<file path="src/rtl/hw_sw_msg_receiver.sv">
// Receives header + payload words over the to_hw_sig/to_sw_sig PIO handshake
// and hands each complete message to game logic on a valid/ready interface.
module hw_sw_msg_receiver #(
  parameter int DATA_W    = 16,
  parameter int MAX_WORDS = 4
) (
  input  logic                          clk,
  input  logic                          reset_n,
  input  logic [1:0]                    to_hw_sig,
  input  logic [DATA_W-1:0]             to_hw_port,
  output logic [1:0]                    to_sw_sig,
  output logic                          msg_valid,
  input  logic                          msg_ready,
  output logic [3:0]                    msg_type,
  output logic [3:0]                    msg_len,
  output logic [MAX_WORDS*DATA_W-1:0]   msg_payload,
  output logic                          len_err,
  output logic                          busy,
  output logic [1:0]                    dbg_state
);

  // Handshakes:
  //   CPU side  - CPU drives to_hw_sig=2 with a stable word, we answer
  //               to_sw_sig=2 once it is latched, CPU moves to 1 then 0.
  //   Game side - msg_valid holds the message until msg_ready is seen high
  //               on a clock edge; that edge completes the transfer.

  typedef enum logic [1:0] {
    S_IDLE    = 2'd0,
    S_ACK     = 2'd1,
    S_RELEASE = 2'd2,
    S_DELIVER = 2'd3
  } state_t;

  localparam logic [3:0] MAX_LEN = 4'(MAX_WORDS);

  state_t                        state_q, state_d;
  logic [3:0]                    remaining_q;
  logic                          expect_hdr_q;
  logic [3:0]                    msg_type_q;
  logic [3:0]                    msg_len_q;
  logic [MAX_WORDS*DATA_W-1:0]   payload_q;
  logic                          len_err_q;

  logic                          latch_en;
  logic                          deliver_done;
  logic                          msg_complete;
  logic [3:0]                    hdr_len;
  logic [3:0]                    hdr_type;
  logic                          hdr_oversize;
  logic [3:0]                    slot;

  assign hdr_len      = to_hw_port[3:0];
  assign hdr_type     = to_hw_port[DATA_W-1 -: 4];
  assign hdr_oversize = (hdr_len > MAX_LEN);
  assign slot         = msg_len_q - remaining_q;
  assign msg_complete = !expect_hdr_q && (remaining_q == 4'd0);

  always_ff @(posedge clk or negedge reset_n) begin
    if (!reset_n) begin
      state_q <= S_IDLE;
    end else begin
      state_q <= state_d;
    end
  end

  always_comb begin
    state_d      = state_q;
    latch_en     = 1'b0;
    deliver_done = 1'b0;
    case (state_q)
      S_IDLE: begin
        if (to_hw_sig == 2'd2) begin
          latch_en = 1'b1;
          state_d  = S_ACK;
        end
      end
      S_ACK: begin
        if (to_hw_sig == 2'd1) state_d = S_RELEASE;
      end
      S_RELEASE: begin
        if (to_hw_sig == 2'd0) state_d = msg_complete ? S_DELIVER : S_IDLE;
      end
      S_DELIVER: begin
        // CPU words are ignored here, which stalls the CPU until consumed.
        if (msg_ready) begin
          deliver_done = 1'b1;
          state_d      = S_IDLE;
        end
      end
      default: state_d = S_IDLE;
    endcase
  end

  always_ff @(posedge clk or negedge reset_n) begin
    if (!reset_n) begin
      remaining_q  <= 4'd0;
      expect_hdr_q <= 1'b1;
      msg_type_q   <= 4'd0;
      msg_len_q    <= 4'd0;
      payload_q    <= '0;
      len_err_q    <= 1'b0;
    end else begin
      len_err_q <= 1'b0;
      if (deliver_done) begin
        expect_hdr_q <= 1'b1;
        payload_q    <= '0;
      end else if (latch_en) begin
        if (expect_hdr_q) begin
          msg_type_q <= hdr_type;
          msg_len_q  <= hdr_len;
          if (hdr_oversize) begin
            // Oversize header is dropped; the next word is again a header.
            len_err_q <= 1'b1;
          end else begin
            remaining_q  <= hdr_len;
            expect_hdr_q <= 1'b0;
          end
        end else begin
          for (int i = 0; i < MAX_WORDS; i++) begin
            if (slot == 4'(i)) payload_q[i*DATA_W +: DATA_W] <= to_hw_port;
          end
          remaining_q <= remaining_q - 4'd1;
        end
      end
    end
  end

  assign to_sw_sig   = (state_q == S_ACK) ? 2'd2 : 2'd0;
  assign msg_valid   = (state_q == S_DELIVER);
  assign msg_type    = msg_type_q;
  assign msg_len     = msg_len_q;
  assign msg_payload = payload_q;
  assign len_err     = len_err_q;
  assign busy        = (state_q != S_IDLE) || !expect_hdr_q;
  assign dbg_state   = state_q;

endmodule

</file>
<file path="config.mk">
export PLATFORM = sky130hd
export DESIGN_NAME = hw_sw_msg_receiver
export DESIGN_NICKNAME = d
export VERILOG_FILES = /design/src/rtl/hw_sw_msg_receiver.sv
export SDC_FILE = /design/constraint.sdc
export NUM_CORES = 1
export LEC_CHECK = 0
export BUFFER_PORTS_ARGS = -buffer_cell sky130_fd_sc_hd__buf_2
export CAP_MARGIN = 30
export CORE_MARGIN = 2
export CORE_UTILIZATION = 34
export DETAILED_ROUTE_END_ITERATION = 8
export PLACE_DENSITY_LB_ADDON = 0.12
export SYNTH_ARGS = -nofsm -noshare
export SYNTH_HDL_FRONTEND = slang
export SYNTH_SLANG_ARGS = --single-unit
export TNS_END_PERCENT = 1
</file>
<file path="constraint.sdc">
create_clock -name clk -period 3.6 [get_ports clk]
set_clock_uncertainty 0.15 [all_clocks]
set_input_delay 0.54 -clock clk [delete_from_list [all_inputs] [get_ports clk]]
set_output_delay 0.54 -clock clk [all_outputs]
set_load 0.01 [all_outputs]
</file>
### Yosys cells after proc, flatten, opt, wreduce, memory -nomap -nowiden

Cells that the tools add are included.

* magnitude comparators: 1
* equality and inequality tests: 14
* reduce and logical (&&, ||, !) cells: 20
* mux-type cells: 26
* add/sub/neg operators: 2
* bitwise logic cells: 1

Operators with widths (count)
* 64-bit two-way mux: 3
* 16-bit two-way mux: 4
* 3-bit AND reduction: 6
* 2-bit two-way mux: 6
* 2-bit nonzero test: 6
* 1-bit two-way mux: 10
* 4-bit by 2-bit equality test with 1-bit output (second input constant): 2
* 4-bit logical NOT: 2
* 4-bit two-way mux: 2
* 2-bit != test (second input constant): 4
* 2-bit case mux with 4 select lines: 1
* 2-bit equality test (second input constant): 3
* 2-bit by 1-bit equality test with 1-bit output (second input constant): 2
* 4-bit by 1-bit equality test with 1-bit output (second input constant): 1
* 4-bit by 3-bit greater-than comparator with 1-bit output (second input constant): 1
* 2-bit logical NOT: 2
* 2-bit by 1-bit != test with 1-bit output (second input constant): 2
* 4-bit AND reduction: 1
* 4-bit by 1-bit subtractor with 4-bit output (second input constant): 1
* 4-bit subtractor: 1
* 1-bit logical AND: 1
* 1-bit logical NOT: 1
* 1-bit logical OR: 1
* 1-bit NOT: 1

* register bits after elaboration: 80
* bits of input ports: 21

### Logic depth before layout (Yosys ltp)

* depth after elaboration: 6
* gate-level depth with buffers: 8
* gate-level depth less buffers: 7

### Least setup slack after synthesis

Ideal clock, no wire load.

* kind: flip-flop to flip-flop
* start: register state_q[1], in the netlist dbg_state[1]
* end: register payload_q[23], in the netlist msg_payload[23]
* arrival: 2.167 ns
* cell stages (with the launch flop): 8
* library setup time: 0.125 ns
* slack: 1.158 ns
* path through: dfrtp_1 > clkbuf_2 > or4b_1 > buf_2 > nor3_4 > o2111ai_4 > buf_6 > mux2i_1

* word-level cells in the longest chain between the ends: 4
* elaborated cells between the ends (all ways): 9
* classes of those cells: eq/ne: 2; mux: 3; reduce/logical: 4

Ends and longest elaborated chain
* start: declaration: line 37 `state_t state_q, state_d;`
* start signal: assignment: line 63 `state_q <= state_d;`
* 2-bit equality test or 2-bit logical NOT (tied branches): line 71 `case (state_q)`
* 1-bit two-way mux: line 71
* 2-bit by 1-bit != test with 1-bit output (no line) or 2-bit nonzero test (tied branches)
* 3-bit AND reduction (no line)
* end signal: indexed assignment: line 121 `if (slot == 4'(i)) payload_q[i*DATA_W +: DATA_W] <= to_hw_port;`
* end: declaration: line 42 `logic [MAX_WORDS*DATA_W-1:0] payload_q;`

Parallel ways exist; a longest one is shown, timed or not.
A chain may end at the register's enable or synchronous reset.

### Worst setup path after layout

* start: register state_q[1], in the netlist dbg_state[1]
* end: register payload_q[7], in the netlist msg_payload[7]

Same word-level chain as after synthesis.

==> impl_metrics.env <==
export IMPL_clockRootBuffer="clkbuf_8"
export IMPL_worst_pin_slew_ns=0.860
export IMPL_numCtsBuffers=9
export IMPL_clockBufferDepth=2
export IMPL_synthCells=320
export IMPL_vias_per_cell=4.72
export IMPL_gp_congestion=0.731
export IMPL_leakagePower_nw=2.69
export IMPL_grt_first_pass_wirelength_um=14200
export IMPL_multi_input_area_um2=1510
export IMPL_crit_arrival_ns=2.85
export IMPL_die_x_um=108
export IMPL_synth_top_area_cell="dfrtp_1"
export IMPL_finalHoldViolCount=0
export IMPL_seqCellArea_um2=2000
export IMPL_dr_first_iter_drc_count=105
export IMPL_io_buffers=98
export IMPL_overflow=0
export IMPL_cts_sinks=80
export IMPL_nets=442
export IMPL_worstSkewPairLatency_ns=0.35
export IMPL_grt_usage=0.160
export IMPL_final_instance_count_excl_fill=556
export IMPL_rsz0062_at_grt="no"
export IMPL_finalCritPeriodShare=0.757
export IMPL_worstPathRequired_ns=3.72
export IMPL_maxCapViolCount=0
export IMPL_area_delta_synth_final_pct=22.6
export IMPL_start_util=0.352
export IMPL_synth_nets=347
export IMPL_yosysUniqueCellTypes=41
export IMPL_vdd_drop_max_v=0.000368
export IMPL_cp_start_kind="flip-flop"
export IMPL_ant_nets=0
export IMPL_synthTopCellsByArea="dfrtp_1 54%, mux2i_1 19%, nand2_1 8.4%"
export IMPL_antenna_cells=0
export IMPL_fillers=1061
export IMPL_drive_gt1_frac=0.312
export IMPL_whs_ns=0.279
export IMPL_route_detailed_drc=0
export IMPL_fin_ws_ns=0.875
export IMPL_path_clk_slew_ns=0.09
export IMPL_crit_path_end_kind="flip-flop"
export IMPL_dp_cells=539
export IMPL_ioPinCount=100
export IMPL_totalNegativeSetupSlack_ns=0
export IMPL_dr_pass1_iters=4
export IMPL_core_area_um2=10400
export IMPL_synthesis_area_um2=3670
export IMPL_grt_antenna_before_repair=0
export IMPL_synth_top_area_frac=0.539
export IMPL_cts_tree="built"
export IMPL_postCtsSetupBuffers=0
export IMPL_hold_path_class="primary input to flip-flop"
export IMPL_max_freq_mhz=367
export IMPL_grt_pass1_vias=2679
export IMPL_grt_max_degree=66
export IMPL_slowest_delay_ns=0.69
export IMPL_power_mw=3.36
export IMPL_status="completed"
export IMPL_die_y_um=108
export IMPL_ys_ff_latch=80
export IMPL_crit_chain="or4b_1 > nor3_4 > o2111a_1 > mux2i_1"
export IMPL_post_dp_hpwl_um=6110
export IMPL_wl_per_cell_um=15.7
export IMPL_maxSlewHeadroom=0.426
export IMPL_place_ws_ns=0.729
export IMPL_drt_wl_total_um=8710
export IMPL_crit_slowest_cell="or4b_1"
export IMPL_cts_max_level=3
export IMPL_synth_warnings=0
export IMPL_cp_max_fo=10
export IMPL_period_minus_slack_ns=2.73
export IMPL_dieArea_um2=11600
export IMPL_p_per_area_nw_per_um2=748
export IMPL_setup_violations=0
export IMPL_avgSynthCellArea_um2=11.5
export IMPL_slew_viol_final=0
export IMPL_via_count=2623
export IMPL_rows=37
export IMPL_yosysSeqAreaShare=0.546
export IMPL_crit_type="flip-flop to flip-flop"
==> per-layer routing <==
metal	vias up	track usage	part of all wire
li1	1260	-	-
met1	1282	0.221	0.47
met4	0	0.0659	0.017
met3	10	0.0297	0.043
met5	-	0	0
met2	71	0.247	0.47
==> registers in the layout (all words and copies together), names as in the netlist <==
name / count
len_err: 1
dbg_state: 2
msg_type: 4
msg_len: 4
remaining_q: 4
msg_payload: 64
expect_hdr_q: 1
==> cells in the mapped netlist (all sizes together) <==
cell and number:
xnor2 1, a211oi 1, or4bb 1, o2111ai 4
dfrtp 79, inv 15, mux2i 68, or4b 1
a22oi 1, nand2b 1, o2111a 1, xor2 1
o2bb2ai 1, a21oi 6, maj3 1, nor2b 2
nor2 7, o22ai 1, or3 1, nand2 82
nor3 3, a21o 1, and2 1, nand3b 1
buf 7, conb 1, and3 2, mux2 7
o21ai 2, clkbuf 11, dfstp 1, ha 5
fa 1, o31a 1, o221a 1
==> area by class of cell <==
class / instances / share of cell area
Sequential cell: 80 / 0.445
Multi-Input combinational cell: 207 / 0.336
Clock buffer: 11 / 0.0314
Inverter: 15 / 0.0125
Tap cell: 136 / 0.0378
Clock inverter: 5 / 0.0125
Timing Repair Buffer: 102 / 0.124
==> timing repair <==
item                                    in CTS  in global routing
resized for setup                            0                  0
endpoints found under the setup margin       0                  0
hold buffers                                 1                  0
endpoints found under the hold margin       15                  0
==> cells by family after synthesis <==
group	count (synthesis)	synth area share
AND/OR/NAND/NOR	102	0.118
flip-flops	80	0.546
multiplexers	75	0.207
buffers and inverters	33	0.0426
AO/OA/AOI/OAI	20	0.0553
adder cells (fa/ha/maj)	7	0.0252
XOR/XNOR	2	0.00478
other	1	0.00102
==> worst paths after layout <==
kind                                start         endpoint  slack (ns)  cells after the start
max reg2reg                  dbg_state[1]   msg_payload[7]        0.87                      4
max                          dbg_state[1]   msg_payload[7]        0.87                      4
min                        to_hw_port[12]      msg_type[0]        0.28                      2
min reg2reg                   msg_type[1]      msg_type[1]        0.36                      1
max in group asynchronous         reset_n     expect_hdr_q        2.23                      3
min in group asynchronous         reset_n  msg_payload[25]        0.45                      2
==> stage by stage <==
| stage | cell area (um2) | utilization |
|---|---|---|
| floorplan | 3670 | - |
| global placement | 4260 | 0.409 |
| detailed placement | 4290 | 0.412 |
| CTS | 4500 | 0.432 |
| global route | 4500 | 0.432 |
| finish | 4500 | 0.432 |
==> layout by cell type, fill, tap and decap left out, types with 3 or more instances in the layout <==
| cell type | count |
|---|---|
| a21oi_1 | 6 |
| nand2_1 | 81 |
| inv_1 | 15 |
| clkbuf_8 | 10 |
| nor2_1 | 7 |
| dfrtp_1 | 79 |
| ha_1 | 5 |
| mux2i_1 | 68 |
| o2111ai_4 | 3 |
| buf_2 | 97 |
| mux2_2 | 7 |
==> report_power, final <==
part / internal [mW] / leakage [nW] / total (mW) / switching (mW)
Clock: 0.339 / 0.0993 / 0.665 / 0.327
Sequential: 1.20 / 1.08 / 1.41 / 0.215
Combinational: 0.523 / 1.51 / 1.29 / 0.763
Total: 2.06 / 2.69 / 3.36 / 1.30
==> critical path, delay by kind of cell (launching register included) <==
| family | cells | cell delay (ns) |
|---|---|---|
| and+or+nand+nor | 2 | 1.12 |
| AOI/OAI and AO/OA | 1 | 0.65 |
| muxes | 1 | 0.25 |
| DFF | 1 | 0.47 |
No activity file was read; power rests on OpenSTA's default activity.
